### config.mk
export PLATFORM = sky130hd
export DESIGN_NAME = move_sequencer_flat
export DESIGN_NICKNAME = d
export VERILOG_FILES = /design/src/rtl/move_sequencer_if.sv /design/src/rtl/move_sequencer.sv /design/src/flat_wrapper.sv
export SDC_FILE = /design/constraint.sdc
export NUM_CORES = 1
export LEC_CHECK = 0
export ABC_AREA = 1
export BUFFER_PORTS_ARGS = -buffer_cell sky130_fd_sc_hd__clkbuf_2
export CAP_MARGIN = 20
export CELL_PAD_IN_SITES_DETAIL_PLACEMENT = 0
export CELL_PAD_IN_SITES_GLOBAL_PLACEMENT = 1
export CORE_MARGIN = 8
export CORE_UTILIZATION = 48
export CTS_BUF_LIST = sky130_fd_sc_hd__clkbuf_4 sky130_fd_sc_hd__clkbuf_8 sky130_fd_sc_hd__clkbuf_16
export DETAILED_ROUTE_END_ITERATION = 10
export PLACE_DENSITY = 0.79
export REMOVE_ABC_BUFFERS = 1
export SYNTH_ARGS = -nofsm -noshare
export SYNTH_HDL_FRONTEND = slang
export SYNTH_SLANG_ARGS = --single-unit
### constraint.sdc
create_clock -name clk_25Mhz -period 4.5 [get_ports clk_25Mhz]
set_input_delay 0.45 -clock clk_25Mhz [delete_from_list [all_inputs] [get_ports clk_25Mhz]]
set_output_delay 0.45 -clock clk_25Mhz [all_outputs]
set_load 0.03 [all_outputs]
### src/rtl/move_sequencer_if.sv
// Button/vblank/game-status inputs and game command outputs of move_sequencer.
// master = sequencer side, slave = board/game side.
interface move_sequencer_if;
   logic [4:0] btn_n;
   logic       vblank;
   logic       game_busy;
   logic       game_over;
   logic       start;
   logic       mov_left;
   logic       mov_right;
   logic       mov_up;
   logic       mov_down;
   logic       cmd_pending;
   logic [7:0] drop_cnt;

   modport master (
      input  btn_n, vblank, game_busy, game_over,
      output start, mov_left, mov_right, mov_up, mov_down, cmd_pending, drop_cnt
   );

   modport slave (
      output btn_n, vblank, game_busy, game_over,
      input  start, mov_left, mov_right, mov_up, mov_down, cmd_pending, drop_cnt
   );
endinterface

### src/rtl/move_sequencer.sv
// Purpose: debounced, arbitrated button presses -> one game command pulse issued in vblank.
// Latency: press event 2+DEBOUNCE_CYCLES cycles after raw edge; pulse 1 cycle after vblank rise.
// Backpressure: one command held at a time; events arriving while pending are dropped and counted.
module move_sequencer #(
   parameter int DEBOUNCE_CYCLES = 250000,
   parameter int CNT_W           = 18,
   parameter int ACK_TIMEOUT     = 1024
) (
   input logic              clk_25Mhz,
   input logic              _reset,
   move_sequencer_if.master bus
);
   localparam int ACK_W = $clog2(ACK_TIMEOUT + 1);

   typedef enum logic [2:0] {
      S_IDLE, S_WAIT_VB, S_ISSUE, S_WAIT_ACK, S_WAIT_DONE, S_RELEASE
   } state_t;

   // Bit layout everywhere: [4]=start [3]=down [2]=up [1]=right [0]=left
   logic [4:0]       sync1, sync2;
   logic [4:0]       sync_pr;
   logic [4:0]       db_pr;
   logic [4:0]       press_evt;
   logic [CNT_W-1:0] db_cnt [5];

   state_t           state;
   logic [4:0]       cmd_q;
   logic [ACK_W-1:0] ack_cnt;
   logic             vb_q;
   logic             start_q, left_q, right_q, up_q, down_q, pending_q;
   logic [7:0]       drop_q;

   logic [4:0]       eligible, grant;
   logic [2:0]       n_evt, n_drop;
   logic [8:0]       drop_sum;
   logic             vb_rise;

   assign sync_pr = ~sync2;
   assign vb_rise = bus.vblank & ~vb_q;

   always_ff @(posedge clk_25Mhz or negedge _reset) begin
      if (!_reset) begin
         sync1 <= '1;
         sync2 <= '1;
      end else begin
         sync1 <= bus.btn_n;
         sync2 <= sync1;
      end
   end

   always_ff @(posedge clk_25Mhz or negedge _reset) begin
      if (!_reset) begin
         db_pr     <= '0;
         press_evt <= '0;
         for (int i = 0; i < 5; i++) db_cnt[i] <= '0;
      end else begin
         press_evt <= '0;
         for (int i = 0; i < 5; i++) begin
            if (sync_pr[i] == db_pr[i]) begin
               db_cnt[i] <= '0;
            end else if (db_cnt[i] == CNT_W'(DEBOUNCE_CYCLES - 1)) begin
               db_cnt[i]    <= '0;
               db_pr[i]     <= sync_pr[i];
               press_evt[i] <= sync_pr[i];
            end else begin
               db_cnt[i] <= db_cnt[i] + CNT_W'(1);
            end
         end
      end
   end

   // Only one event can win in IDLE; start is the only command allowed once the game is over.
   always_comb begin
      n_evt = '0;
      for (int i = 0; i < 5; i++) n_evt = n_evt + {2'b00, press_evt[i]};
      eligible = '0;
      if (state == S_IDLE) eligible = bus.game_over ? (press_evt & 5'b10000) : press_evt;
      grant = '0;
      if      (eligible[4]) grant = 5'b10000;
      else if (eligible[0]) grant = 5'b00001;
      else if (eligible[1]) grant = 5'b00010;
      else if (eligible[2]) grant = 5'b00100;
      else if (eligible[3]) grant = 5'b01000;
      n_drop   = n_evt - ((grant != '0) ? 3'd1 : 3'd0);
      drop_sum = {1'b0, drop_q} + {6'b0, n_drop};
   end

   always_ff @(posedge clk_25Mhz or negedge _reset) begin
      if (!_reset) begin
         state     <= S_IDLE;
         cmd_q     <= '0;
         ack_cnt   <= '0;
         vb_q      <= 1'b0;
         start_q   <= 1'b0;
         left_q    <= 1'b1;
         right_q   <= 1'b1;
         up_q      <= 1'b1;
         down_q    <= 1'b1;
         pending_q <= 1'b0;
         drop_q    <= '0;
      end else begin
         vb_q   <= bus.vblank;
         drop_q <= drop_sum[8] ? 8'hFF : drop_sum[7:0];
         case (state)
            S_IDLE: begin
               if (grant != '0) begin
                  cmd_q     <= grant;
                  pending_q <= 1'b1;
                  state     <= S_WAIT_VB;
               end
            end
            S_WAIT_VB: begin
               if (vb_rise) begin
                  start_q <= cmd_q[4];
                  left_q  <= ~cmd_q[0];
                  right_q <= ~cmd_q[1];
                  up_q    <= ~cmd_q[2];
                  down_q  <= ~cmd_q[3];
                  state   <= S_ISSUE;
               end
            end
            S_ISSUE: begin
               start_q <= 1'b0;
               left_q  <= 1'b1;
               right_q <= 1'b1;
               up_q    <= 1'b1;
               down_q  <= 1'b1;
               ack_cnt <= '0;
               state   <= S_WAIT_ACK;
            end
            S_WAIT_ACK: begin
               if (bus.game_busy) begin
                  state <= S_WAIT_DONE;
               end else if (ack_cnt == ACK_W'(ACK_TIMEOUT - 1)) begin
                  state <= S_RELEASE;
               end else begin
                  ack_cnt <= ack_cnt + ACK_W'(1);
               end
            end
            S_WAIT_DONE: begin
               if (!bus.game_busy) state <= S_RELEASE;
            end
            S_RELEASE: begin
               if (db_pr == '0) begin
                  pending_q <= 1'b0;
                  state     <= S_IDLE;
               end
            end
            default: state <= S_IDLE;
         endcase
      end
   end

   assign bus.start       = start_q;
   assign bus.mov_left    = left_q;
   assign bus.mov_right   = right_q;
   assign bus.mov_up      = up_q;
   assign bus.mov_down    = down_q;
   assign bus.cmd_pending = pending_q;
   assign bus.drop_cnt    = drop_q;
endmodule

### src/flat_wrapper.sv
// flat-port wrapper written by rule: the top's interface ports become plain ports
module move_sequencer_flat 
#(
   parameter int DEBOUNCE_CYCLES = 250000,
   parameter int CNT_W           = 18,
   parameter int ACK_TIMEOUT     = 1024
)
  (clk_25Mhz, _reset, bus_btn_n, bus_vblank, bus_game_busy, bus_game_over, bus_start, bus_mov_left, bus_mov_right, bus_mov_up, bus_mov_down, bus_cmd_pending, bus_drop_cnt);
  move_sequencer_if bus_i ();
  input logic clk_25Mhz;
  input logic _reset;
  input wire logic [$bits(bus_i.btn_n)-1:0] bus_btn_n;
  input wire logic [$bits(bus_i.vblank)-1:0] bus_vblank;
  input wire logic [$bits(bus_i.game_busy)-1:0] bus_game_busy;
  input wire logic [$bits(bus_i.game_over)-1:0] bus_game_over;
  output wire logic [$bits(bus_i.start)-1:0] bus_start;
  output wire logic [$bits(bus_i.mov_left)-1:0] bus_mov_left;
  output wire logic [$bits(bus_i.mov_right)-1:0] bus_mov_right;
  output wire logic [$bits(bus_i.mov_up)-1:0] bus_mov_up;
  output wire logic [$bits(bus_i.mov_down)-1:0] bus_mov_down;
  output wire logic [$bits(bus_i.cmd_pending)-1:0] bus_cmd_pending;
  output wire logic [$bits(bus_i.drop_cnt)-1:0] bus_drop_cnt;
  assign bus_i.btn_n = bus_btn_n;
  assign bus_i.vblank = bus_vblank;
  assign bus_i.game_busy = bus_game_busy;
  assign bus_i.game_over = bus_game_over;
  assign bus_start = bus_i.start;
  assign bus_mov_left = bus_i.mov_left;
  assign bus_mov_right = bus_i.mov_right;
  assign bus_mov_up = bus_i.mov_up;
  assign bus_mov_down = bus_i.mov_down;
  assign bus_cmd_pending = bus_i.cmd_pending;
  assign bus_drop_cnt = bus_i.drop_cnt;
  move_sequencer #(.DEBOUNCE_CYCLES(DEBOUNCE_CYCLES), .CNT_W(CNT_W), .ACK_TIMEOUT(ACK_TIMEOUT)) u_core (.clk_25Mhz(clk_25Mhz), ._reset(_reset), .bus(bus_i));
endmodule
==> impl_summary.log, run 1 <==
[metrics] run status: complete, no violations
[metrics] worst clock skew on the final layout: roughly 7 ps
[metrics] Worst Setup Start Kind: register
[metrics] Clock Latency Late Sink: 420 ps
[metrics] clock-pin transition on the worst setup and hold timing paths: ~60 ps
[metrics] Filler cells: 1520
[metrics] clock tree from TritonCTS: yes
[metrics] CTS Root Cell: sky130_fd_sc_hd__clkbuf_16
[metrics] largest net degree at the start of global routing: 72
[metrics] final weighted congestion in routability-driven placement: 0.818
[metrics] endpoint kind of the worst setup timing path: register
[metrics] number of different library cells in the post-synthesis netlist: 43
[metrics] max capacitance violation total: 0
[metrics] worst max-slew margin expressed relative to the limit: 0.368
[metrics] overall die area: 0.0202 mm²
[metrics] cells on worst reg2reg path: 19
[metrics] critical path type: reg2reg
[metrics] initial antenna violation count: 0
[metrics] die extent in x: 142 µm
[metrics] critical path data required time: 4840 ps
[metrics] setup repair after global routing missed its margin: false
[metrics] final critical-path setup slack: around 490 ps
[metrics] DRT Pass-1 Iters: 4
[metrics] share of cells above drive strength 1: 0.142
[metrics] area growth from synthesis to final layout: 13.3%
[metrics] Seq/Total Area, Yosys: 0.474
[metrics] remaining routing DRC violations: 0
[metrics] Final Hold Fails: 0
[metrics] count of H-tree levels built during CTS: 4
[metrics] area share of the largest cell type after synthesis: 0.426
[metrics] Final TNS setup: 0 ps
[metrics] clock buffer count from CTS: 17
[metrics] final setup fails: 0
[metrics] period utilisation layout: 0.892
[metrics] core region area: about 0.016 mm²
[metrics] slew at the pin closest to its max-slew limit: about 950 ps
[metrics] final routed wirelength across all metal layers: 14900 µm
[metrics] vias in the first global route: 5709
[metrics] total congestion overflow after global routing: 0
[metrics] Syn Inst Count: 929
[metrics] count of inserted antenna diode cells: 0
[metrics] global-route wire length before repair: 27000 µm
[metrics] clock net sink count: 144
[metrics] maximum VDD drop: 267 µV
[metrics] Final nets: 998
[metrics] buffers inserted by post-CTS timing repair: 0
[metrics] class of the worst hold path: in2async
[metrics] top cell type by total area after synthesis: sky130_fd_sc_hd__dfrtp_1
[metrics] DP HPWL: 11100 µm
[metrics] combined area of all synthesized cells: 0.00764 mm²
[metrics] global-route usage over all layers: 0.165
[metrics] placement-stage worst setup slack: 379 ps
[metrics] initial core utilization: 0.486
[metrics] number of cells upsized or downsized after cts: 0
[metrics] Synth Warn #: 0
[metrics] via count of the routed design: a little under 6k
[metrics] die height: approximately 140 µm
[metrics] maximum fanout along the worst path: 7
[metrics] crit path time final: about 4000 ps
[metrics] Highest Clock Rate: 249 MHz
[metrics] static leakage: 3.98 nW
[metrics] Seq cells post-synth: 144
[metrics] maximum number of buffers from clock root to sink: 2
[metrics] data arrival time of the worst path: 4350 ps
[metrics] num rows: 46
[metrics] Vias per Instance: 4.91
[metrics] Final Max Slew Viols: 0
[metrics] Power Dens Cells: 362 mW/mm²
[metrics] remaining antenna violation count: 0
[metrics] IO buf count: 23
[metrics] ranking of synthesized cells by area: sky130_fd_sc_hd__dfrtp_1 43%, sky130_fd_sc_hd__nand2_1 8.6%, sky130_fd_sc_hd__nor2_1 6.6%
[metrics] Post-Synthesis Mean Instance Area: 8.22 µm²
[metrics] quantity of hold-fixing buffers added after cts: 0
[metrics] r2r setup slk: 490 ps
[metrics] average wire per cell in the routed design: between 10 and 15 µm
[metrics] Ports: 24
[metrics] Detailed Route Iter0 Violations: 372
## critical path, stage by stage (launching register included)
cell	delay [ps]
sky130_fd_sc_hd__dfrtp_1	420
sky130_fd_sc_hd__inv_1	110
sky130_fd_sc_hd__nand2_1	60
sky130_fd_sc_hd__nor2_1	150
sky130_fd_sc_hd__o21ai_1	110
sky130_fd_sc_hd__nand2_1	140
sky130_fd_sc_hd__nand3_2	130
sky130_fd_sc_hd__ha_1	290
sky130_fd_sc_hd__inv_1	40
sky130_fd_sc_hd__fa_1	430
sky130_fd_sc_hd__ha_1	220
sky130_fd_sc_hd__fa_1	510
sky130_fd_sc_hd__inv_1	60
sky130_fd_sc_hd__fa_1	410
sky130_fd_sc_hd__nor2_1	150
sky130_fd_sc_hd__nor2_1	90
sky130_fd_sc_hd__nor3_1	170
sky130_fd_sc_hd__and2_1	170
sky130_fd_sc_hd__nand2_1	150
sky130_fd_sc_hd__o21ai_0	120
## registers in the layout, indices dropped and copies added (netlist names)
signal,flops
u_core.ack_cnt,11
u_core.bus.cmd_pending,1
u_core.bus.drop_cnt,8
u_core.bus.mov_down,1
u_core.bus.mov_left,1
u_core.bus.mov_right,1
u_core.bus.mov_up,1
u_core.bus.start,1
u_core.cmd_q,5
u_core.db_cnt,90
u_core.db_pr,5
u_core.press_evt,5
u_core.state,3
u_core.sync1,5
u_core.sync2,5
u_core.vb_q,1
## cells in the final DEF, fill, tap and decap left out, drive strengths merged
cell / n
o22ai: 1
o21bai: 2
o31ai: 1
fa: 3
and2: 1
xnor2: 5
and3: 1
xor2: 42
nor4: 15
a311oi: 1
nor2: 158
dfrtp: 130
nor3: 60
clkinvlp: 2
clkinv: 6
nand3b: 5
nand4: 24
a21o: 2
buf: 4
or3: 3
ha: 13
o21ai: 19
inv: 131
a31oi: 4
a31o: 4
o311ai: 1
nor3b: 5
nand2: 190
or2: 2
bufinv: 3
nand3: 64
a21oi: 26
dfstp: 14
clkbuf: 43
## Yosys cell counts, drive strengths merged
cell type,number
o311ai,1
nor3,60
o22ai,1
o31ai,1
a31oi,4
nor2,158
and2,1
o21bai,2
or2,2
nor4,15
dfstp,14
nand2,190
inv,131
nand3b,5
xor2,42
or3,3
dfrtp,130
xnor2,5
ha,13
clkbuf,2
a311oi,1
a21oi,26
a31o,4
and3,1
nor3b,5
o21ai,19
nand4,24
nand3,64
fa,3
a21o,2
## cells by family after synthesis
group                      share of synthesized area
AOI/OAI and AO/OA                             0.0459
xor gates and xnor gates                      0.0549
DFF                                            0.474
and+or+nand+nor                                0.330
buffers and inverters                         0.0654
adders and majority gates                     0.0292
## routing by layer
metal,vias to the layer above,part of all wire,track usage
li1,3102,-,-
met1,2712,0.51,0.224
met2,65,0.45,0.253
met3,19,0.031,0.0315
met4,0,0.015,0.0707
met5,-,0,0
## per-stage QoR
step	power, mW	cells	area (µm²)	utilization	hold WS, ps
after global placement	1.72	1169	8040	0.512	345
after floorplan	1.62	927	7630	-	154
after CTS	3.18	1201	8650	0.550	35.7
after detailed placement	1.72	1169	8040	0.512	347
final	3.13	1201	8650	0.550	22.1
after global routing	3.29	1201	8650	0.550	80.6
## path summary, 6_finish.rpt
check                                    endpoint             from
max reg2reg                u_core.bus.drop_cnt[2]  u_core.state[0]
min in group clk_25Mhz            u_core.sync1[1]     bus_btn_n[1]
max in group asynchronous    u_core.bus.mov_right           _reset
max                        u_core.bus.drop_cnt[2]  u_core.state[0]
min                             u_core.db_cnt[88]           _reset
min reg2reg                       u_core.sync2[3]  u_core.sync1[3]
## power by group
part,total (mW),internal [mW],switching [mW]
clock network,1.44,0.908,0.527
logic,0.305,0.0908,0.214
registers,1.39,1.35,0.0431
total,3.13,2.35,0.785
## area by class of cell
type                            instances  area (µm²)  area share
Timing Repair Buffer                   26         144      0.0166
Tap cell                              216         270      0.0312
Multi-Input combinational cell        652        3520       0.406
Clock inverter                         11         139      0.0161
Sequential cell                       144        3620       0.419
Clock buffer                           21         468      0.0541
Inverter                              131         492      0.0568
Note: power is estimated with default switching activity, not from simulation.
==> run 2: changes to the inputs <==
--- a/config.mk
+++ b/config.mk
@@ -14,7 +14,9 @@
 export CORE_UTILIZATION = 48
 export CTS_BUF_LIST = sky130_fd_sc_hd__clkbuf_4 sky130_fd_sc_hd__clkbuf_8 sky130_fd_sc_hd__clkbuf_16
 export DETAILED_ROUTE_END_ITERATION = 10
+export MAX_ROUTING_LAYER = met4
 export PLACE_DENSITY = 0.79
+export RECOVER_POWER = 50
 export REMOVE_ABC_BUFFERS = 1
 export SYNTH_ARGS = -nofsm -noshare
 export SYNTH_HDL_FRONTEND = slang
==> impl_summary.log, run 2 (same netlist as run 1, synthesis figures left out) <==
[metrics] run status: finished, violations left
[metrics] violations in the final reports: max-capacitance violations, max-slew violations
[metrics] vias in the first global route: ~5.7k
[metrics] buffers inserted by post-CTS timing repair: 0
[metrics] clock net sink count: 144
[metrics] fraction of power consumed by combinational cells: 0.097
[metrics] average wire per cell in the routed design: 12.5 µm
[metrics] num rows: 46
[metrics] die extent in x: 142 µm
[metrics] post-detailed-placement cell area: 0.00804 mm²
[metrics] CP max stage delay: 510 ps
[metrics] remaining antenna violation count: 0
[metrics] total net switching power: 0.784 mW
[metrics] clock buffer count from CTS: 17
[metrics] setup repair after global routing missed its margin: false
[metrics] Vias per Instance: 4.92
[metrics] Final Hold Fails: 0
[metrics] DRT Pass-1 Iters: 4
[metrics] maximum fanout along the worst path: 7
[metrics] most common library cell in the layout ignoring fill and taps: sky130_fd_sc_hd__nand2_1
[metrics] cells along the critical path: inv_1, nand2_1, nor2_1, o21ai_1, nand2_1, nand3_2, ha_1, inv_1, fa_1, ha_1, fa_1, inv_1, fa_1, nor2_1, nor2_1, nor3_1, and2_1, nand2_1, o21ai_0
[metrics] Largest register FFs: 90
[metrics] Highest Clock Rate: 249 MHz
[metrics] share of cells above drive strength 1: 0.137
[metrics] register ranked first by flip-flop count: u_core.db_cnt
[metrics] worst clock skew on the final layout: around 7.8 ps
[metrics] worst max-slew margin expressed relative to the limit: -1.54
[metrics] final weighted congestion in routability-driven placement: just over 0.8
[metrics] IO buf count: 23
[metrics] data arrival time of the worst path: roughly 4400 ps
[metrics] critical path data required time: 4840 ps
[metrics] cell-internal power: 2.35 mW
[metrics] initial antenna violation count: 0
[metrics] clock-pin transition on the worst setup and hold timing paths: 60 ps
[metrics] Sw Share: 0.251
[metrics] area growth from synthesis to final layout: 13.1%
[metrics] top library cells by usage in the layout, fill and taps aside: 175 x sky130_fd_sc_hd__nand2_1, 134 x sky130_fd_sc_hd__nor2_1, 130 x sky130_fd_sc_hd__dfrtp_1
[metrics] class of the worst hold path: in2reg
[metrics] Worst Setup Start Kind: register
[metrics] quantity of hold-fixing buffers added after cts: 0
[metrics] count of inserted antenna diode cells: 0
[metrics] total congestion overflow after global routing: 0
[metrics] initial core utilization: 0.486
[metrics] core region area: roughly 0.016 mm²
[metrics] via count of the routed design: 5909
[metrics] number of cells upsized or downsized after cts: 0
[metrics] period utilisation layout: 0.892
[metrics] final setup fails: 0
[metrics] CTS Root Cell: sky130_fd_sc_hd__clkbuf_16
[metrics] overall die area: 0.0202 mm²
[metrics] placement-stage worst setup slack: 379 ps
[metrics] critical path type: reg2reg
[metrics] maximum number of buffers from clock root to sink: 2
[metrics] largest net degree at the start of global routing: 72
[metrics] final critical-path setup slack: 488 ps
[metrics] Ports: 24
[metrics] CP max-delay cell: sky130_fd_sc_hd__fa_1
[metrics] static leakage: approximately 4 nW
[metrics] maximum VDD drop: 268 µV
[metrics] Finished Cell Area: 0.00864 mm²
[metrics] Final nets: 998
[metrics] final routed wirelength across all metal layers: 15000 µm
[metrics] count of H-tree levels built during CTS: 4
[metrics] slew at the pin closest to its max-slew limit: 3810 ps
[metrics] utilization of the core after routing: 0.550
[metrics] global-route usage over all layers: 0.170
[metrics] remaining routing DRC violations: 0
[metrics] die height: 142 µm
[metrics] Clock Latency Late Sink: 420 ps
[metrics] clock tree from TritonCTS: yes
[metrics] global-route wire length before repair: ~27000 µm
[metrics] Final Max Slew Viols: roughly 70
[metrics] clock network power share: 0.459
[metrics] Detailed Route Iter0 Violations: 377
[metrics] crit path time final: 4010 ps
[metrics] part of the power in registers: 0.444
[metrics] endpoint kind of the worst setup timing path: register
[metrics] max capacitance violation total: 1
[metrics] DP HPWL: approximately 11000 µm
[metrics] Power Dens Cells: about 360 mW/mm²
[metrics] Final TNS setup: 0 ps
## run 2: power groups by stage
| stage | Clock (mW) | Sequential (mW) | Combinational [mW] |
|---|---|---|---|
| 2_1_floorplan | 0 | 1.42 | 0.200 |
| 3_3_place_gp | 0 | 1.41 | 0.310 |
| 6_report | 1.43 | 1.39 | 0.304 |
| 3_5_place_dp | 0 | 1.41 | 0.307 |
| 4_1_cts | 1.48 | 1.39 | 0.308 |
| 5_1_grt | 1.53 | 1.40 | 0.356 |
## run 2: layout make-up
cell class,instances,area [µm²]
inverters,131,492
multi-input cells,652,3520
well taps,216,270
fillers,1520,7080
repair buffers,26,130
clock inverters,11,139
flip-flops and latches,144,3620
clock buffers,21,468
## run 2: critical path: cells and delay by family, from the launching register on
family                   cells  cell delay [ps]
AO/OA/AOI/OAI                2              230
adder cells (fa/ha/maj)      5             1860
buffers and inverters        3              210
flip-flops                   1              420
AND/OR/NAND/NOR              9             1210
## run 2: path summary, 6_finish.rpt
path / from / end / slack (ps) / cells after the start
setup / recovery: u_core.state[0] / u_core.bus.drop_cnt[2] / 490 / 19
hold / removal: bus_btn_n[0] / u_core.sync1[0] / 110 / 1
setup reg to reg: u_core.state[0] / u_core.bus.drop_cnt[2] / 490 / 19
hold reg to reg: u_core.sync1[3] / u_core.sync2[3] / 350 / 0
max in group asynchronous: _reset / u_core.db_cnt[26] / 990 / 1
min in group asynchronous: _reset / u_core.db_cnt[88] / 1330 / 1
## run 2: metal layers
metal  part of all wire  routed length [µm]  up-vias  global-route usage
li1                   -                   -     3105                   -
met1               0.51                7580     2713               0.224
met2               0.45                6680       70               0.253
met3              0.031                 460       21              0.0325
met4              0.015                 228        0              0.0707
met5                  0                   0        -                   -
## run 2: per-stage QoR
stage / std cells / total power [mW] / hold WS [ps]
6_report: 1201 / 3.13 / 109
5_1_grt: 1201 / 3.29 / 90.0
4_1_cts: 1201 / 3.18 / 35.7
3_5_place_dp: 1169 / 1.72 / 347
3_3_place_gp: 1169 / 1.72 / 345
2_1_floorplan: 927 / 1.62 / 154
